File: config.mk
export PLATFORM = sky130hd
export DESIGN_NAME = ram_lsu_port_flat
export DESIGN_NICKNAME = d
export VERILOG_FILES = /design/src/rtl/ram_lsu_port_if.sv /design/src/rtl/ram_lsu_port.sv /design/src/flat_wrapper.sv
export SDC_FILE = /design/constraint.sdc
export NUM_CORES = 1
export LEC_CHECK = 0
export ABC_AREA = 1
export BUFFER_PORTS_ARGS = -buffer_cell sky130_fd_sc_hd__buf_2
export CAP_MARGIN = 40
export CORE_MARGIN = 8
export CORE_UTILIZATION = 40
export CTS_BUF_LIST = sky130_fd_sc_hd__clkbuf_16
export DETAILED_ROUTE_END_ITERATION = 8
export PLACE_DENSITY_LB_ADDON = 0.15
export SYNTH_ARGS = -nofsm -noshare
export SYNTH_HDL_FRONTEND = slang
export SYNTH_SLANG_ARGS = --single-unit
File: constraint.sdc
create_clock -name clk -period 2.57 [get_ports clk]
set_clock_uncertainty 0.05 [all_clocks]
set_input_delay 0.257 -clock clk [delete_from_list [all_inputs] [get_ports clk]]
set_output_delay 0.257 -clock clk [all_outputs]
set_load 0.03 [all_outputs]
File: src/rtl/ram_lsu_port_if.sv
// Core-side request/response bus of ram_lsu_port.
// slave is the LSU's view, master is the core's view.
interface ram_lsu_port_if #(
  parameter int AddrWidth = 10
) ();
  logic                 req_valid_i;
  logic                 req_ready_o;
  logic                 req_we_i;
  logic [1:0]           req_size_i;
  logic                 req_unsigned_i;
  logic [AddrWidth+1:0] req_addr_i;
  logic [31:0]          req_wdata_i;
  logic                 rsp_valid_o;
  logic                 rsp_err_o;
  logic [31:0]          rsp_rdata_o;

  modport slave (
    input  req_valid_i, req_we_i, req_size_i, req_unsigned_i, req_addr_i, req_wdata_i,
    output req_ready_o, rsp_valid_o, rsp_err_o, rsp_rdata_o
  );

  modport master (
    output req_valid_i, req_we_i, req_size_i, req_unsigned_i, req_addr_i, req_wdata_i,
    input  req_ready_o, rsp_valid_o, rsp_err_o, rsp_rdata_o
  );
endinterface

File: src/rtl/ram_lsu_port.sv
// Load/store front end driving one port of a byte-write RAM with 1-cycle read latency.
// Define LSU_MISALIGNED_SPLIT_EN to split word-crossing accesses; otherwise they are answered with an error.
module ram_lsu_port #(
  parameter int AddrWidth = 10,
  parameter int NumCol    = 4,
  parameter int ColWidth  = 8
) (
  input  logic                       clk,
  input  logic                       rst_n,
  ram_lsu_port_if.slave              lsu,
  output logic                       ram_ena_o,
  output logic [NumCol-1:0]          ram_we_o,
  output logic [AddrWidth-1:0]       ram_addr_o,
  output logic [NumCol*ColWidth-1:0] ram_din_o,
  input  logic [NumCol*ColWidth-1:0] ram_dout_i
);

`ifdef LSU_MISALIGNED_SPLIT_EN
  typedef enum logic [0:0] {ST_IDLE = 1'b0, ST_PART2 = 1'b1} state_t;
`else
  typedef enum logic [0:0] {ST_IDLE = 1'b0} state_t;
`endif

  function automatic logic [3:0] f_base_mask(input logic [1:0] size);
    case (size)
      2'b00:   f_base_mask = 4'b0001;
      2'b01:   f_base_mask = 4'b0011;
      2'b10:   f_base_mask = 4'b1111;
      default: f_base_mask = 4'b0000;
    endcase
  endfunction

  function automatic logic [2:0] f_nbytes(input logic [1:0] size);
    case (size)
      2'b00:   f_nbytes = 3'd1;
      2'b01:   f_nbytes = 3'd2;
      2'b10:   f_nbytes = 3'd4;
      default: f_nbytes = 3'd0;
    endcase
  endfunction

  function automatic logic [31:0] f_extend(input logic [31:0] sh, input logic [1:0] size,
                                           input logic uns);
    case (size)
      2'b00:   f_extend = uns ? {24'h000000, sh[7:0]}  : {{24{sh[7]}}, sh[7:0]};
      2'b01:   f_extend = uns ? {16'h0000, sh[15:0]}   : {{16{sh[15]}}, sh[15:0]};
      2'b10:   f_extend = sh;
      default: f_extend = 32'h0000_0000;
    endcase
  endfunction

  state_t               r_state;
  logic                 r_ready;
  logic                 r_rsp_valid;
  logic                 r_rsp_err;
  logic                 r_load;
  logic [1:0]           r_off;
  logic [1:0]           r_size;
  logic                 r_uns;

  logic [1:0]           w_off;
  logic [AddrWidth-1:0] w_word;
  logic [2:0]           w_nbytes;
  logic                 w_illegal;
  logic                 w_split;
  logic                 w_err;
  logic                 w_ready;
  logic                 w_acc;
  logic                 w_issue;
  logic [3:0]           w_mask_lo;
  logic [31:0]          w_din_lo;
  logic                 w_ena;
  logic [3:0]           w_we;
  logic [AddrWidth-1:0] w_addr;
  logic [31:0]          w_din;
  logic [31:0]          w_shift;
  logic [31:0]          w_rdata;

  assign w_off     = lsu.req_addr_i[1:0];
  assign w_word    = lsu.req_addr_i[AddrWidth+1:2];
  assign w_nbytes  = f_nbytes(lsu.req_size_i);
  assign w_illegal = (lsu.req_size_i == 2'b11);
  assign w_split   = !w_illegal && (({1'b0, w_off} + w_nbytes) > 3'd4);

`ifdef LSU_MISALIGNED_SPLIT_EN
  logic                 r_split;
  logic                 r_we;
  logic [AddrWidth-1:0] r_addr1;
  logic [3:0]           r_mask_hi;
  logic [31:0]          r_din_hi;
  logic [31:0]          r_hold;
  logic [7:0]           w_mask;
  logic [63:0]          w_wide;
  logic [63:0]          w_pair;

  // Lanes 7:4 of the wide mask/data belong to the following word.
  assign w_mask    = {4'b0000, f_base_mask(lsu.req_size_i)} << w_off;
  assign w_wide    = {32'h0000_0000, lsu.req_wdata_i} << {w_off, 3'b000};
  assign w_mask_lo = w_mask[3:0];
  assign w_din_lo  = w_wide[31:0];
  assign w_err     = w_illegal;
`else
  assign w_mask_lo = f_base_mask(lsu.req_size_i) << w_off;
  assign w_din_lo  = lsu.req_wdata_i << {w_off, 3'b000};
  assign w_err     = w_illegal || w_split;
`endif

  assign w_ready = r_ready && rst_n;
  assign w_acc   = lsu.req_valid_i && w_ready;
  assign w_issue = w_acc && !w_err;

  // RAM port drive: part 0 in the accept cycle, part 1 from PART2.
  always_comb begin
    w_ena  = 1'b0;
    w_we   = 4'b0000;
    w_addr = w_word;
    w_din  = w_din_lo;
    if (!rst_n) begin
      w_ena = 1'b0;
      w_we  = 4'b0000;
`ifdef LSU_MISALIGNED_SPLIT_EN
    end else if (r_state == ST_PART2) begin
      w_ena  = 1'b1;
      w_we   = r_we ? r_mask_hi : 4'b0000;
      w_addr = r_addr1;
      w_din  = r_din_hi;
`endif
    end else if (w_issue) begin
      w_ena = 1'b1;
      w_we  = lsu.req_we_i ? w_mask_lo : 4'b0000;
    end else begin
      w_ena = 1'b0;
      w_we  = 4'b0000;
    end
  end

  assign ram_ena_o  = w_ena;
  assign ram_we_o   = w_we;
  assign ram_addr_o = w_addr;
  assign ram_din_o  = w_din;

  // Load alignment works on the live RAM output, which holds steady for the whole response cycle.
  always_comb begin
`ifdef LSU_MISALIGNED_SPLIT_EN
    w_pair  = r_split ? {ram_dout_i, r_hold} : {32'h0000_0000, ram_dout_i};
    w_shift = 32'(w_pair >> {r_off, 3'b000});
`else
    w_shift = ram_dout_i >> {r_off, 3'b000};
`endif
    if (r_rsp_valid && r_load) begin
      w_rdata = f_extend(w_shift, r_size, r_uns);
    end else begin
      w_rdata = 32'h0000_0000;
    end
  end

  assign lsu.req_ready_o = w_ready;
  assign lsu.rsp_valid_o = r_rsp_valid;
  assign lsu.rsp_err_o   = r_rsp_err;
  assign lsu.rsp_rdata_o = w_rdata;

  // Control FSM, request capture and registered response flags.
  always_ff @(posedge clk) begin
    if (!rst_n) begin
      r_state     <= ST_IDLE;
      r_ready     <= 1'b0;
      r_rsp_valid <= 1'b0;
      r_rsp_err   <= 1'b0;
      r_load      <= 1'b0;
      r_off       <= 2'b00;
      r_size      <= 2'b00;
      r_uns       <= 1'b0;
`ifdef LSU_MISALIGNED_SPLIT_EN
      r_split     <= 1'b0;
      r_we        <= 1'b0;
      r_addr1     <= '0;
      r_mask_hi   <= 4'b0000;
      r_din_hi    <= 32'h0000_0000;
      r_hold      <= 32'h0000_0000;
`endif
    end else begin
      r_rsp_valid <= 1'b0;
      r_rsp_err   <= 1'b0;
      case (r_state)
        ST_IDLE: begin
          if (w_acc) begin
            r_load <= !lsu.req_we_i && !w_err;
            r_off  <= w_off;
            r_size <= lsu.req_size_i;
            r_uns  <= lsu.req_unsigned_i;
`ifdef LSU_MISALIGNED_SPLIT_EN
            r_split   <= w_split;
            r_we      <= lsu.req_we_i;
            r_addr1   <= w_word + AddrWidth'(1);
            r_mask_hi <= w_mask[7:4];
            r_din_hi  <= w_wide[63:32];
            if (w_split) begin
              r_state <= ST_PART2;
              r_ready <= 1'b0;
            end else begin
              r_rsp_valid <= 1'b1;
              r_rsp_err   <= w_err;
              r_ready     <= 1'b1;
            end
`else
            r_rsp_valid <= 1'b1;
            r_rsp_err   <= w_err;
            r_ready     <= 1'b1;
`endif
          end else begin
            r_ready <= 1'b1;
          end
        end
`ifdef LSU_MISALIGNED_SPLIT_EN
        ST_PART2: begin
          r_hold      <= ram_dout_i;
          r_state     <= ST_IDLE;
          r_ready     <= 1'b1;
          r_rsp_valid <= 1'b1;
          r_rsp_err   <= 1'b0;
        end
`endif
        default: begin
          r_state <= ST_IDLE;
          r_ready <= 1'b0;
        end
      endcase
    end
  end

endmodule

File: src/flat_wrapper.sv
// flat-port wrapper written by rule: the top's interface ports become plain ports
module ram_lsu_port_flat 
#(
  parameter int AddrWidth = 10,
  parameter int NumCol    = 4,
  parameter int ColWidth  = 8
)
  (clk, rst_n, ram_ena_o, ram_we_o, ram_addr_o, ram_din_o, ram_dout_i, lsu_req_valid_i, lsu_req_we_i, lsu_req_size_i, lsu_req_unsigned_i, lsu_req_addr_i, lsu_req_wdata_i, lsu_req_ready_o, lsu_rsp_valid_o, lsu_rsp_err_o, lsu_rsp_rdata_o);
  ram_lsu_port_if #(.AddrWidth(AddrWidth)) lsu_i ();
  input  logic clk;
  input  logic rst_n;
  output logic ram_ena_o;
  output logic [NumCol-1:0] ram_we_o;
  output logic [AddrWidth-1:0] ram_addr_o;
  output logic [NumCol*ColWidth-1:0] ram_din_o;
  input  logic [NumCol*ColWidth-1:0] ram_dout_i;
  input wire logic [$bits(lsu_i.req_valid_i)-1:0] lsu_req_valid_i;
  input wire logic [$bits(lsu_i.req_we_i)-1:0] lsu_req_we_i;
  input wire logic [$bits(lsu_i.req_size_i)-1:0] lsu_req_size_i;
  input wire logic [$bits(lsu_i.req_unsigned_i)-1:0] lsu_req_unsigned_i;
  input wire logic [$bits(lsu_i.req_addr_i)-1:0] lsu_req_addr_i;
  input wire logic [$bits(lsu_i.req_wdata_i)-1:0] lsu_req_wdata_i;
  output wire logic [$bits(lsu_i.req_ready_o)-1:0] lsu_req_ready_o;
  output wire logic [$bits(lsu_i.rsp_valid_o)-1:0] lsu_rsp_valid_o;
  output wire logic [$bits(lsu_i.rsp_err_o)-1:0] lsu_rsp_err_o;
  output wire logic [$bits(lsu_i.rsp_rdata_o)-1:0] lsu_rsp_rdata_o;
  assign lsu_i.req_valid_i = lsu_req_valid_i;
  assign lsu_i.req_we_i = lsu_req_we_i;
  assign lsu_i.req_size_i = lsu_req_size_i;
  assign lsu_i.req_unsigned_i = lsu_req_unsigned_i;
  assign lsu_i.req_addr_i = lsu_req_addr_i;
  assign lsu_i.req_wdata_i = lsu_req_wdata_i;
  assign lsu_req_ready_o = lsu_i.req_ready_o;
  assign lsu_rsp_valid_o = lsu_i.rsp_valid_o;
  assign lsu_rsp_err_o = lsu_i.rsp_err_o;
  assign lsu_rsp_rdata_o = lsu_i.rsp_rdata_o;
  ram_lsu_port #(.AddrWidth(AddrWidth), .NumCol(NumCol), .ColWidth(ColWidth)) u_core (.clk(clk), .rst_n(rst_n), .lsu(lsu_i), .ram_ena_o(ram_ena_o), .ram_we_o(ram_we_o), .ram_addr_o(ram_addr_o), .ram_din_o(ram_din_o), .ram_dout_i(ram_dout_i));
endmodule
# --- Word-level counts from Yosys, hierarchy flattened ---
# Cells that the tools add are included.
totals:
  register_bits: 9
  output_inout_bits: 82
  word_cells: 44
classes:
  addsub: 1
  order_cmp: 1
  eq_ne: 5
  n_shift: 3
  mux: 12
  n_bitwise: 2
  n_reduce_logical: 13
op_table:
  columns: ["cell", "count"]
  rows:
  - ["32-bit two-way mux", 3]
  - ["32-bit one-hot mux with 3 select lines", 1]
  - ["32-bit by 5-bit left shift with 32-bit output", 1]
  - ["32-bit by 5-bit >> shifter with 32-bit output", 1]
  - ["4-bit two-way mux", 3]
  - ["4-bit one-hot mux with 3 select lines", 1]
  - ["3-bit one-hot mux with 3 select lines", 1]
  - ["2-bit equality test, second input constant", 3]
  - ["1-bit logical AND", 6]
  - ["2-bit by 1-bit equality test with 1-bit output, second input constant", 2]
  - ["2-bit zero test", 2]
  - ["4-bit by 2-bit left shift with 4-bit output", 1]
  - ["2-bit by 3-bit adder with 3-bit output", 1]
  - ["3-bit > comparator, second input constant", 1]
  - ["1-bit zero test", 3]
  - ["1-bit two-way mux", 3]
  - ["1-bit inverter", 2]
  - ["2-bit OR reduction", 1]
  - ["1-bit logical OR", 1]

# --- Longest topological paths before layout ---
depth:
  ltp_word: 10
  mapped_depth: 12
  mapped_depth_nobuf: 12

# --- Least setup slack after synthesis ---
# Ideal clock, no wire load.
synth_path:
  path_kind: "input port to output port"
  start: "in lsu_req_addr_i[1]"
  end: "out ram_we_o[3]"
  arrival_time_ps: 2236
  setup_slack_ps: 27
  stages: 10
  n_path_buf: 2
  path_cell_list: "clkbuf_1 > inv_1 > buf_2 > fa_1 > nand2_1 > nand3_1 > nand2_1 > nor2_1 > nand2_1 > nand2_1"
synth_between:
  elab_chain_cells: 8
  word_cells_on_any_way: 10
  classes_between: "add/sub: 1; order compare: 1; shift: 1; mux: 3; reduce/logical: 4"
synth_lines:
  columns: ["element", "line_no", "text"]
  rows:
  - ["from (decl)", "flat_wrapper.sv:21", "input wire logic [$bits(lsu_i.req_addr_i)-1:0] lsu_req_addr_i;"]
  - ["2-bit by 3-bit adder with 3-bit output", "ram_lsu_port.sv:83", "assign w_split = !w_illegal && (({1'b0, w_off} + w_nbytes) > 3'd4);"]
  - ["3-bit > comparator", "ram_lsu_port.sv:83", null]
  - ["1-bit logical AND", "ram_lsu_port.sv:83", null]
  - ["1-bit logical OR", "ram_lsu_port.sv:105", "assign w_err = w_illegal || w_split;"]
  - ["1-bit zero test", "ram_lsu_port.sv:110", "assign w_issue = w_acc && !w_err;"]
  - ["1-bit logical AND", "ram_lsu_port.sv:110", null]
  - ["4-bit two-way mux (*)", "ram_lsu_port.sv:128", "end else if (w_issue) begin"]
  - ["4-bit two-way mux (*)", "ram_lsu_port.sv:118", "if (!rst_n) begin"]
  - ["to (decl)", "flat_wrapper.sv:13", "output logic [NumCol-1:0] ram_we_o;"]
# Every way passes the cells marked *; elsewhere a longest branch is shown, timed or not.

# --- Final worst setup path ---
layout_path:
  start: "in lsu_req_size_i[0]"
  end: "out ram_we_o[3]"
layout_between:
  elab_chain_cells: 10
  word_cells_on_any_way: 17
  classes_between: "add/sub: 1; order compare: 1; eq/ne: 3; shift: 1; mux: 5; reduce/logical: 6"
layout_lines:
  columns: ["element", "line_no", "text"]
  rows:
  - ["from (decl)", "flat_wrapper.sv:19", "input wire logic [$bits(lsu_i.req_size_i)-1:0] lsu_req_size_i;"]
  - ["2-bit equality test (tied with other cells)", "ram_lsu_port.sv:25, ram_lsu_port.sv:34", null]
  - ["3-bit one-hot mux with 3 select lines", "ram_lsu_port.sv:34", "case (size)"]
  - ["2-bit by 3-bit adder with 3-bit output", "ram_lsu_port.sv:83", null]
  - ["3-bit > comparator", "ram_lsu_port.sv:83", null]
  - ["1-bit logical AND", "ram_lsu_port.sv:83", null]
  - ["1-bit logical OR", "ram_lsu_port.sv:105", null]
  - ["1-bit zero test", "ram_lsu_port.sv:110", null]
  - ["1-bit logical AND", "ram_lsu_port.sv:110", null]
  - ["4-bit two-way mux (*)", "ram_lsu_port.sv:128", null]
  - ["4-bit two-way mux (*)", "ram_lsu_port.sv:118", null]
# Marked as above.

==> impl_metrics.yaml <==
power_and_ir_drop:
  leakage_nw: 1.745
  max-vdd-ir-drop_mv: 0.3976
  power.density_nw_per_um2: 321.1
  overall_power_uw: 889.8
synth:
  portion_of_synthesized_cell_area_occupied_by_the_leading_cell_type_pct: 23.50
  yosys.area.top_type: "sky130_fd_sc_hd__nand2_1"
  syn_inst: 393
  ys.warnings.count: 0
  post_synth_instance_area_um2: 2061
  synth.most_common_cell: "sky130_fd_sc_hd__nand2_1"
  synth-edff-count: 0
  postSynthNetCount: 482
  fraction_of_synthesis_flops_using_an_asynchronous_set_or_reset_pin_pct: 0
  synth_common_cells: "sky130_fd_sc_hd__nand2_1, sky130_fd_sc_hd__nand3_1, sky130_fd_sc_hd__inv_1, sky130_fd_sc_hd__a21oi_1, sky130_fd_sc_hd__nor2_1"
  postSynthRegisterBits: 9
  synth-seq-area-share_pct: 8.743
  synth.avg_cell_area_um2: 5.244
  synth.lib_cells_used.distinct: 26
  synth-main-ff-cell: "sky130_fd_sc_hd__dfxtp_1"
  synthTopCellsByArea: "sky130_fd_sc_hd__nand2_1, sky130_fd_sc_hd__nand3_1, sky130_fd_sc_hd__dfxtp_1, sky130_fd_sc_hd__a21oi_1, sky130_fd_sc_hd__inv_1"
setup_path:
  cpMaxStageDelayCell: "sky130_fd_sc_hd__fa_1"
  crit_path_start_kind: "input pin"
  crit_family: "adder cells"
  max_stage_delay_ns: 0.38
  capturing_point_of_the_worst_reg2reg_path: "u_core.r_off[1]$_SDFFE_PN0P_"
  cp.buffers_inverters: 5
  reg2reg_slack_ns: 1.13
  timing.reg2reg.worst_path_depth: 5
  critical_path_arrival_ns: 2.02
  crit_fanout: 5
  critPathRequiredTime_ns: 2.26
  cp-end-kind: "output pin"
  critical_path.reg2reg.startpoint: "u_core.r_off[1]$_SDFFE_PN0P_"
  critical-path-top-cell-by-count: "sky130_fd_sc_hd__nand2_1"
  worst_path_cell_chain: "buf_2 > inv_1 > ha_1 > ha_1 > inv_1 > fa_1 > inv_1 > nand2_1 > nand3_1 > nand2_1 > nor2_1 > nand2_1 > nand2_1 > buf_2"
  criticalPathCategory: "in2out"
sta:
  report.final.hold_viol_count: 0
  final_critical_path_setup_slack_ns: 0.2448
  maxSlewViolCount: 0
  relSlewSlack_pct: 66.06
  timing.final.crit_share_pct: 90.47
  grt_setup_unrepaired: "no"
  setup_tns_ns: 0
  timing.final.setup_violations: 0
  hold_slack_ns: 0.1753
  fin_crit_ns: 2.325
  worst_slew_pin_slew_ns: 0.5090
  clock.fmax_mhz: 430.1
drt:
  drt_iter0_drc: 137
  detail_route.vias_per_cell: 5.005
  postRouteAntennaNets: 0
  dr_total_vias: 2908
  detailedRoute.firstPassIterationCount: 5
  detail_route.wl_per_cell_um: 13.27
  totalWireLength_mm: 7.709
  drt_drc_violations_left: 0
min_path:
  timing.hold.worst.start: "rst_n"
  hold_path_class: "in2reg"
  endpoint_worst_hold: "u_core.r_ready$_DFF_P_"
  hold_depth: 1
final_layout:
  num_antenna_cells: 0
  layout_net_count: 601
  layout-area-overhead-vs-synth_pct: 34.49
  final_cell_area_um2: 2771
  layout-drive-gt1-share_pct: 31.70
  final.fill_count: 567
die:
  design.portCount: 165
  core-area_um2: 5042
  die_w_um: 87.78
  placementRows: 26
  die_height_um: 87.78
  initial_utilization_pct: 40.87
  die_area_um2: 7704
clocking:
  root_buffer: "sky130_fd_sc_hd__clkbuf_16"
  cts.reportedPaths.clkPinSlew_ns: 0.04
  cts_post_setup_buffers_inserted: 0
  clk_path_buf_depth: 2
  clock_insertion_delay_worst_skew_ns: 0.23
  cts.repair.resized: 0
  htree_num_levels: 1
  holdBufCountCts: 0
  cts.sink_count: 9
  tritoncts: "done"
  numCtsBuffers: 3
job:
  cap_violations: 0
place:
  post_dp_cell_area_um2: 2693
  place_worst_setup_slack_ns: 0.2477
  port_buffers: 144
  place_congestion: 0.8958
  dp_hpwl_mm: 6.211
global_route:
  global_route_wire_length_before_repair_mm: 12.19
  via_count_of_the_first_global_routing_pass: 2650
  globalRoute.totalOverflow: 0
  groute.usage.overall_pct: 19.12
  grt_max_degree: 43
  antenna_found_initial: 0
status:
  run_status: "completed"
per-stage QoR:
| step | cells | utilization (%) |
|---|---|---|
| 2_1_floorplan | 393 | - |
| 6_report | 581 | 54.96 |
| 5_1_grt | 581 | 54.96 |
| 4_1_cts | 581 | 54.96 |
| 3_3_place_gp | 577 | 53.40 |
| 3_5_place_dp | 577 | 53.40 |
cell families (layout without fill, tap and decap cells):
| family | after synthesis | after routing | synth area share [%] |
|---|---|---|---|
| AND/OR/NAND/NOR | 222 | 222 | 46.75 |
| buffers and inverters | 79 | 197 | 18.88 |
| AO/OA/AOI/OAI | 70 | 70 | 18.21 |
| flip-flops | 9 | 9 | 8.743 |
| adder cells (fa/ha/maj) | 6 | 6 | 4.007 |
| multiplexers | 7 | 7 | 3.400 |
flip-flops by register name, summed over array words and instances (netlist names):
register,cells
u_core.r_load,1
u_core.lsu.rsp_err_o,1
u_core.r_off,2
u_core.lsu.rsp_valid_o,1
u_core.r_uns,1
u_core.r_ready,1
u_core.r_size,2
where the power goes:
group          leakage [nW]  switching [mW]  internal [mW]
clock                0.0423          0.0594          0.202
sequential           0.0739         0.00978          0.148
combinational          1.63           0.310          0.161
total                  1.74           0.379          0.511
layout by cell type, fill, tap and decap left out, types with 2 or more instances in the layout:
master / n
sky130_fd_sc_hd__nand3_1: 52
sky130_fd_sc_hd__clkbuf_16: 3
sky130_fd_sc_hd__nor3_1: 5
sky130_fd_sc_hd__mux2i_1: 7
sky130_fd_sc_hd__buf_4: 7
sky130_fd_sc_hd__nand2_1: 129
sky130_fd_sc_hd__dfxtp_1: 9
sky130_fd_sc_hd__nand3_4: 2
sky130_fd_sc_hd__buf_2: 144
sky130_fd_sc_hd__a21oi_1: 32
sky130_fd_sc_hd__inv_1: 41
sky130_fd_sc_hd__o21ai_0: 28
sky130_fd_sc_hd__nor2_4: 2
sky130_fd_sc_hd__a22oi_1: 8
sky130_fd_sc_hd__ha_1: 5
sky130_fd_sc_hd__nor2_1: 29
layout make-up:
class	count	area [µm²]	share of cell area, %
clock buffers	3	75.07	2.709
well taps	70	87.58	3.160
repair buffers	151	773.2	27.90
flip-flops and latches	9	180.2	6.501
inverters	42	160.2	5.779
clock inverters	1	3.754	0.1354
multi-input cells	305	1491	53.81
layer usage:
metal,track usage [%],wire length (µm),up-vias
met4,5.156,121,0
li1,-,-,1494
met2,33.72,3756,109
met5,0,0,-
met3,4.878,666,12
met1,22.10,3165,1293
worst max path at each step:
stage / from / endpoint / slack (ns) / cells past startpoint
2_1_floorplan: lsu_req_addr_i[1] / ram_we_o[3] / 0.03 / 10
3_3_place_gp: lsu_req_size_i[0] / ram_we_o[3] / 0.32 / 13
3_5_place_dp: lsu_req_size_i[0] / ram_we_o[3] / 0.25 / 13
4_1_cts: lsu_req_size_i[0] / ram_we_o[3] / 0.25 / 13
5_1_grt: lsu_req_size_i[1] / ram_we_o[3] / 0.03 / 14
6_report: lsu_req_size_i[0] / ram_we_o[3] / 0.24 / 14
No activity file was read; power rests on OpenSTA's default activity.
